===== config.mk =====
export PLATFORM = sky130hd
export DESIGN_NAME = dds_phase_gen
export DESIGN_NICKNAME = d
export VERILOG_FILES = /design/src/rtl/dds_phase_gen.sv
export SDC_FILE = /design/constraint.sdc
export NUM_CORES = 1
export LEC_CHECK = 0
export CORE_MARGIN = 2
export CORE_UTILIZATION = 60
export CTS_BUF_LIST = sky130_fd_sc_hd__clkbuf_4 sky130_fd_sc_hd__clkbuf_8
export DETAILED_ROUTE_END_ITERATION = 10
export HOLD_SLACK_MARGIN = 0.15
export PLACE_DENSITY_LB_ADDON = 0.2
export SYNTH_ARGS = -nofsm -noshare
export SYNTH_HDL_FRONTEND = slang
export SYNTH_SLANG_ARGS = --single-unit

===== constraint.sdc =====
create_clock -name clk -period 14.9 [get_ports clk]
set_clock_uncertainty 0.05 [all_clocks]
set_input_delay 2.98 -clock clk [delete_from_list [all_inputs] [get_ports clk]]
set_output_delay 2.98 -clock clk [all_outputs]
set_load 0.01 [all_outputs]

===== src/rtl/dds_phase_gen.sv =====
// dds_phase_gen -- dual-channel DDS phase generator.
// A 32-bit phase accumulator drives the channel-A ROM address directly, and
// channel B through a 14-bit phase offset. New tuning words are staged in
// pending registers and applied only at an accumulator wrap, so the output
// phase never jumps.
// Optional feature: define DDS_SWEEP_EN to ramp the active tuning word toward
// the pending one by sweep_step per wrap instead of jumping to it.
module dds_phase_gen (
   input  logic        clk,
   input  logic        rst,
   input  logic [31:0] ftw_in,
   input  logic [13:0] poff_b,
   input  logic        ftw_valid,
`ifdef DDS_SWEEP_EN
   input  logic [31:0] sweep_step,
`endif
   output logic        ftw_ready,
   output logic [13:0] addr_a,
   output logic [13:0] addr_b,
   output logic        wrap
);

   typedef enum logic {
      S_IDLE = 1'b0,
      S_PEND = 1'b1
   } state_t;

   state_t      r_state;
   state_t      w_state_nxt;

   logic [31:0] r_acc;
   logic [31:0] r_ftw_act;
   logic [31:0] r_ftw_pend;
   logic [13:0] r_poff_act;
   logic [13:0] r_poff_pend;
   logic [13:0] r_addr_a;
   logic [13:0] r_addr_b;
   logic        r_wrap;

   logic [32:0] w_sum;
   logic [31:0] w_acc_nxt;
   logic        w_carry;
   logic        w_accept;
   logic        w_step;      // active registers load on this edge
   logic        w_done;      // pending word fully applied on this edge
   logic [31:0] w_ftw_tgt;   // value ftw_act takes when w_step is set
   logic [31:0] w_ftw_nxt;
   logic [13:0] w_poff_nxt;

   // Accumulator sum with carry-out; the carry is the wrap event
   always_comb begin
      w_sum     = {1'b0, r_acc} + {1'b0, r_ftw_act};
      w_acc_nxt = w_sum[31:0];
      w_carry   = w_sum[32];
      w_accept  = (r_state == S_IDLE) && ftw_valid;
   end

`ifdef DDS_SWEEP_EN
   logic        w_direct;
   logic [31:0] w_diff;

   // Sweep: step ftw_act toward the target at each wrap, clamped at the target
   always_comb begin
      w_direct  = (r_ftw_act == 32'd0) || (sweep_step == 32'd0);
      w_step    = (r_state == S_PEND) && (w_carry || w_direct);
      w_diff    = 32'd0;
      w_ftw_tgt = r_ftw_pend;
      if (!w_direct) begin
         if (r_ftw_pend >= r_ftw_act) begin
            w_diff    = r_ftw_pend - r_ftw_act;
            w_ftw_tgt = (w_diff <= sweep_step) ? r_ftw_pend : (r_ftw_act + sweep_step);
         end else begin
            w_diff    = r_ftw_act - r_ftw_pend;
            w_ftw_tgt = (w_diff <= sweep_step) ? r_ftw_pend : (r_ftw_act - sweep_step);
         end
      end
      w_done    = w_step && (w_ftw_tgt == r_ftw_pend);
   end
`else
   // Direct apply: at a wrap, or at once when a zero FTW can never wrap
   always_comb begin
      w_step    = (r_state == S_PEND) && (w_carry || (r_ftw_act == 32'd0));
      w_ftw_tgt = r_ftw_pend;
      w_done    = w_step;
   end
`endif

   // Values the active registers take on this edge; addr_b uses the new
   // offset so it is consistent with addr_a from the apply edge onward
   always_comb begin
      w_ftw_nxt  = w_step ? w_ftw_tgt   : r_ftw_act;
      w_poff_nxt = w_step ? r_poff_pend : r_poff_act;
   end

   // FSM state register
   always_ff @(posedge clk) begin
      if (rst) r_state <= S_IDLE;
      else     r_state <= w_state_nxt;
   end

   // FSM next-state logic
   always_comb begin
      w_state_nxt = r_state;
      case (r_state)
         S_IDLE:  if (w_accept) w_state_nxt = S_PEND;
         S_PEND:  if (w_done)   w_state_nxt = S_IDLE;
         default: w_state_nxt = S_IDLE;
      endcase
   end

   // FSM outputs
   always_comb begin
      ftw_ready = (r_state == S_IDLE);
   end

   // Datapath: accumulator, registered addresses, wrap pulse, FTW staging
   always_ff @(posedge clk) begin
      if (rst) begin
         r_acc       <= 32'd0;
         r_ftw_act   <= 32'd0;
         r_ftw_pend  <= 32'd0;
         r_poff_act  <= 14'd0;
         r_poff_pend <= 14'd0;
         r_addr_a    <= 14'd0;
         r_addr_b    <= 14'd0;
         r_wrap      <= 1'b0;
      end else begin
         r_acc      <= w_acc_nxt;
         r_addr_a   <= w_acc_nxt[31:18];
         r_addr_b   <= w_acc_nxt[31:18] + w_poff_nxt;
         r_wrap     <= w_carry;
         r_ftw_act  <= w_ftw_nxt;
         r_poff_act <= w_poff_nxt;
         if (w_accept) begin
            r_ftw_pend  <= ftw_in;
            r_poff_pend <= poff_b;
         end
      end
   end

   // Output drive
   always_comb begin
      addr_a = r_addr_a;
      addr_b = r_addr_b;
      wrap   = r_wrap;
   end

endmodule


# Word level (Yosys, flattened, before mapping)
# Index checks and enable logic that the tools add are counted.
# Widths: inputs -> output; s select.
# classes
magnitude_cmp,0
n_div,0
add_sub_neg,2
muxes,4
n_mul,0
shift,0
n_eq_ne,0
bitwise,1
reduce_logical,4
# ops
op,n
$add 32x32->33,1
$logic_not 32->1,1
$add 14x14->14,1
$mux 14,1
$logic_and 1x1->1,2
$mux 1,2
$pmux 1 s2,1
$logic_or 1x1->1,1
$not 1->1,1
# word_totals
romBits,0
inputBits,49
ff_bits,154
mem_count,0
latch_bits,0
out_inout_bits,30
wordCells,20
ram_bits,0

# Logic depth before layout (Yosys ltp)
# logic_depth
word_depth,5
ltp_mapped,22
ltp_nobuf,21

# Worst setup path before layout
# Ideal clock, no wire load.
# synth_path
path_kind,register -> register
start,register r_ftw_act[0]
end,"register r_addr_b[12], in the netlist addr_b[12]"
setup_time_ns,0.116
path_stages_with_launch,22
slack_ns,10.122
required_time_ns,14.734
t_arrival_ns,4.612
n_path_buf,1
period_less_slack_ns,4.778
path_cell_list,dfxtp_1 > ha_1 > fa_1 > a21o_1 > a31oi_2 > o211a_4 > nand2_2 > a31oi_2 > nor3b_2 > o21ai_4 > buf_6 > mux2_1 > ha_1 > fa_1 > a21o_1 > a21oi_1 > o21bai_1 > a21oi_1 > o21bai_1 > a211oi_1 > o21ai_0 > a31o_2
# synth_between
elab_chain_len,5
word_cells_on_any_way,6
classes_between,add/sub (2); mux (1); reduce/logical (3)
# synth_lines
item,line,source
"start, declared",32,logic [31:0] r_ftw_act;
"start signal, assigned",132,r_ftw_act <= w_ftw_nxt;
$add 32x32->33 or $logic_not 32->1 (tied branches),"52, 82",
$logic_or 1x1->1 *,82,w_step = (r_state == S_PEND) && (w_carry || (r_ftw_act == 32'd0));
$logic_and 1x1->1 *,82,
$mux 14 *,92,w_poff_nxt = w_step ? r_poff_pend : r_poff_act;
named net w_poff_nxt[0],48,logic [13:0] w_poff_nxt;
$add 14x14->14 *,130,r_addr_b <= w_acc_nxt[31:18] + w_poff_nxt;
"end signal, assigned",130,
"end, declared",37,logic [13:0] r_addr_b;
# Mark *: on every way through the listed nets, which the timed path passes. The rest lies on a longest branch.
# A chain may end at the register's enable or synchronous reset.

# Worst setup path after layout
# layout_path
start,register r_ftw_act[0]
end,"register r_addr_b[13], in the netlist addr_b[13]"
# The elaborated chain is that of the path after synthesis.

==> qor.tcl <==
set qor(status) {completed}
set qor(rsz_0062_raised_after_global_routing) {false}
set qor(synth_edf_count) 0
set qor(sequential_share_of_the_synthesized_area) 0.413
set qor(cts_buf_count) 17
set qor(area_of_the_placeable_core_um2) 10900
set qor(areaGrowthSynthToFinish_pct) 16.3
set qor(slew-limit-headroom) 0.253
set qor(floorplan.initialDensity) 0.621
set qor(yosysTopAreaCellShare) 0.413
set qor(worstMarginPinSlew_ns) 1.12
set qor(timing_max_transition_violations_final) 0
set qor(critical_path.max_fanout) 14
set qor(cts_root_buf) {sky130_fd_sc_hd__clkbuf_8}
set qor(via_density) 5.66
set qor(placedInstanceArea_um2) 7520
set qor(dpl.hpwl_mm) 10.6
set qor(fmax_ghz) 0.189
set qor(tritoncts_clock_tree) {done}
set qor(rows) 38
set qor(globalplace.congestion) 0.894
set qor(cts_max_path_buffers) 2
set qor(netlist-cell-type-count) 58
set qor(postSynthCellCount) 762
set qor(worst-setup-path-type) {reg2reg}
set qor(post-route-util) 0.723
set qor(worst_skew_pair.late_latency_ns) 0.46
set qor(via_count) 5481
set qor(mostFrequentLayoutCell) {sky130_fd_sc_hd__dfxtp_1}
set qor(fin_nets) 912
set qor(synth-async-reset-ratio) 0
set qor(wire_length_of_the_first_global_routing_pass_mm) 25.7
set qor(grt_max_degree) 114
set qor(max-vdd-ir-drop_v) 0.0000951
set qor(drc) 0
set qor(synth-main-ff-cell) {sky130_fd_sc_hd__dfxtp_1}
set qor(postCtsSetupRepairBufs) 0
set qor(synth_area_per_cell_um2) 8.92
set qor(critPathArrivalTime_ns) 5.58
set qor(kind_of_end_point_of_the_critical_path) {flop}
set qor(synth_nets) 858
set qor(sequential_cell_area_um2) 2800
set qor(number_of_antenna_violations_at_the_first_check_in_global_routing) 0
set qor(multi_input_area_um2) 3700
set qor(fin_area_um2) 7900
set qor(layout.cells.most_common_list) {sky130_fd_sc_hd__dfxtp_1 (140), sky130_fd_sc_hd__nand2_1 (110), sky130_fd_sc_hd__nor2_1 (79)}
set qor(post-synth-top-area-cell) {sky130_fd_sc_hd__dfxtp_1}
set qor(place.port_buffers) 78
set qor(finalCriticalPeriod_ns) 5.29
set qor(cp_slowest_stage_delay_ns) 0.45
set qor(cts_hold_buffers) 0
set qor(grt_use_total) 0.259
set qor(critical_path.startpoint_type) {flop}
set qor(worst_path_max_delay_cell) {sky130_fd_sc_hd__o21ai_4}
set qor(h-tree-depth) 4
set qor(path_cells) {ha_1 -> fa_1 -> a21o_1 -> a31oi_2 -> o211a_4 -> nand2_2 -> a31oi_2 -> nor3b_2 -> o21ai_4 -> mux2_2 -> ha_1 -> a21o_1 -> a21oi_1 -> o21ai_0 -> o211ai_1 -> a211oi_1 -> a31oi_1 -> o21ai_0 -> xnor2_1 -> mux2_1}
set qor(worst-endpoint-required_ns) 15.19
set qor(final-setup-viol-count) 0
set qor(routed_wire_length_per_instance_um) 15.6
set qor(drive_gt1_frac) 0.0688
set qor(synth.ff_latch_count) 140
set qor(static-leakage-power_nw) 3.66
set qor(num_io_pins) 79
set qor(final_antenna_net_count) 0
set qor(tcrit_tclk_final) 0.355
set qor(fillerInstances) 846
set qor(cap_violations) 0
set qor(die_y_um) 110
set qor(netlist_area_um2) 6790
set qor(power.density_cell_area_nw_per_um2) 131
set qor(ctsResizeCount) 0
set qor(synthesis.yosys.warnings) 0
set qor(drt_wl_total_mm) 15.1
set qor(antenna_cells_inserted) 0
set qor(cts.sinks) 140
set qor(chipWidth_um) 110
set qor(clk_slew_on_worst_s_h_paths_ns) 0.07
set qor(hold_class) {reg2reg}
set qor(vias_in_the_first_global_route) 5454
set qor(globalRoute.totalOverflow) 0
set qor(floorplan.die_area_um2) 12200
set qor(dr.pass1.iters) 5
set qor(finalHoldViolations) 0
set qor(synth.area.top_cells) {sky130_fd_sc_hd__dfxtp_1 (41%), sky130_fd_sc_hd__ha_1 (8.3%), sky130_fd_sc_hd__nand2_1 (6.1%)}
set qor(violation_count_after_the_first_detailed_route_iteration) 296
set qor(setup_total_negative_slack_ns) 0
-- report_power, final --
group	total [mW]	internal, mW	switching [mW]
clock network	0.291	0.155	0.136
logic	0.301	0.137	0.165
registers	0.441	0.416	0.0258
-- cell families (layout without fill, tap and decap cells) --
kind of cell	Yosys count	after routing	share of synthesized area
adders and majority gates	47	47	0.0888
muxes	48	48	0.0735
buffers and inverters	56	123	0.0433
and+or+nand+nor	271	271	0.180
DFF	140	140	0.413
AOI/OAI and AO/OA	160	160	0.150
xor gates and xnor gates	40	40	0.0516
-- stage by stage --
| stage | std cells | setup WS [ns] | total power, mW | hold WS (ns) |
|---|---|---|---|---|
| floorplan | 762 | 10.12 | 0.668 | 0.382 |
| global placement | 937 | 9.89 | 0.739 | 0.393 |
| detailed placement | 937 | 9.68 | 0.748 | 0.401 |
| CTS | 969 | 9.60 | 1.04 | 0.411 |
| global route | 969 | 9.31 | 1.09 | 0.429 |
| finish | 969 | 9.61 | 1.03 | 0.409 |
-- cell usage after synthesis, types with 2 or more instances --
library cell,count
sky130_fd_sc_hd__clkbuf_1,24
sky130_fd_sc_hd__a31oi_2,2
sky130_fd_sc_hd__o21a_1,4
sky130_fd_sc_hd__xnor2_1,24
sky130_fd_sc_hd__and4_1,2
sky130_fd_sc_hd__dfxtp_1,140
sky130_fd_sc_hd__o21ai_0,12
sky130_fd_sc_hd__nand2_1,110
sky130_fd_sc_hd__buf_1,3
sky130_fd_sc_hd__nor2b_1,33
sky130_fd_sc_hd__ha_1,45
sky130_fd_sc_hd__nand4_1,5
sky130_fd_sc_hd__mux2i_1,33
sky130_fd_sc_hd__o41ai_1,2
sky130_fd_sc_hd__xor2_1,16
sky130_fd_sc_hd__nand3_1,4
sky130_fd_sc_hd__fa_1,2
sky130_fd_sc_hd__nor3_1,10
sky130_fd_sc_hd__mux2_2,9
sky130_fd_sc_hd__buf_4,14
sky130_fd_sc_hd__inv_1,10
sky130_fd_sc_hd__a21o_1,25
sky130_fd_sc_hd__a211oi_1,4
sky130_fd_sc_hd__o21ai_1,5
sky130_fd_sc_hd__nor4_1,8
sky130_fd_sc_hd__o21bai_1,6
sky130_fd_sc_hd__o211ai_1,4
sky130_fd_sc_hd__mux2_1,6
sky130_fd_sc_hd__a31o_1,2
sky130_fd_sc_hd__nand2b_1,5
sky130_fd_sc_hd__buf_6,4
sky130_fd_sc_hd__a31oi_1,2
sky130_fd_sc_hd__nor2_1,79
sky130_fd_sc_hd__and2_1,3
sky130_fd_sc_hd__a21oi_1,77
sky130_fd_sc_hd__and3_1,6
-- worst paths after layout --
check / endpoint / depth (start not counted) / slack, ns / start
max: addr_b[13]$_SDFF_PP0_ / 20 / 9.61 / r_ftw_act[0]$_SDFFE_PP0N_
min: r_ftw_pend[22]$_SDFFE_PP0P_ / 2 / 0.41 / r_ftw_pend[22]$_SDFFE_PP0P_
max reg2reg: addr_b[13]$_SDFF_PP0_ / 20 / 9.61 / r_ftw_act[0]$_SDFFE_PP0N_
min reg2reg: r_ftw_pend[22]$_SDFFE_PP0P_ / 2 / 0.41 / r_ftw_pend[22]$_SDFFE_PP0P_
-- registers in the layout, indices dropped and copies added (netlist names) --
name         cells
r_ftw_pend      32
wrap             1
r_poff_pend     14
r_state          1
r_ftw_act       32
r_acc           32
r_poff_act      14
addr_b          14
-- cell type report --
type,count,share of cell area
clock inverters,7,0.00792
flip-flops and latches,140,0.355
multi-input cells,566,0.469
clock buffers,25,0.0404
inverters,10,0.00475
well taps,140,0.0222
repair buffers,81,0.101
-- routing by layer --
layer / share of wire / track usage
met1: 0.44 / 0.311
met2: 0.49 / 0.436
met3: 0.040 / 0.0664
met4: 0.026 / 0.114
met5: 0 / 0
-- worst max-delay path: cells and delay by family (launching register included) --
kind	cells	cell delay (ns)
AOI/OAI and AO/OA	12	2.69
adders and majority gates	3	0.92
muxes	2	0.79
DFF	1	0.33
xor gates and xnor gates	1	0.20
and+or+nand+nor	2	0.18
Note: power is estimated with default switching activity, not from simulation.
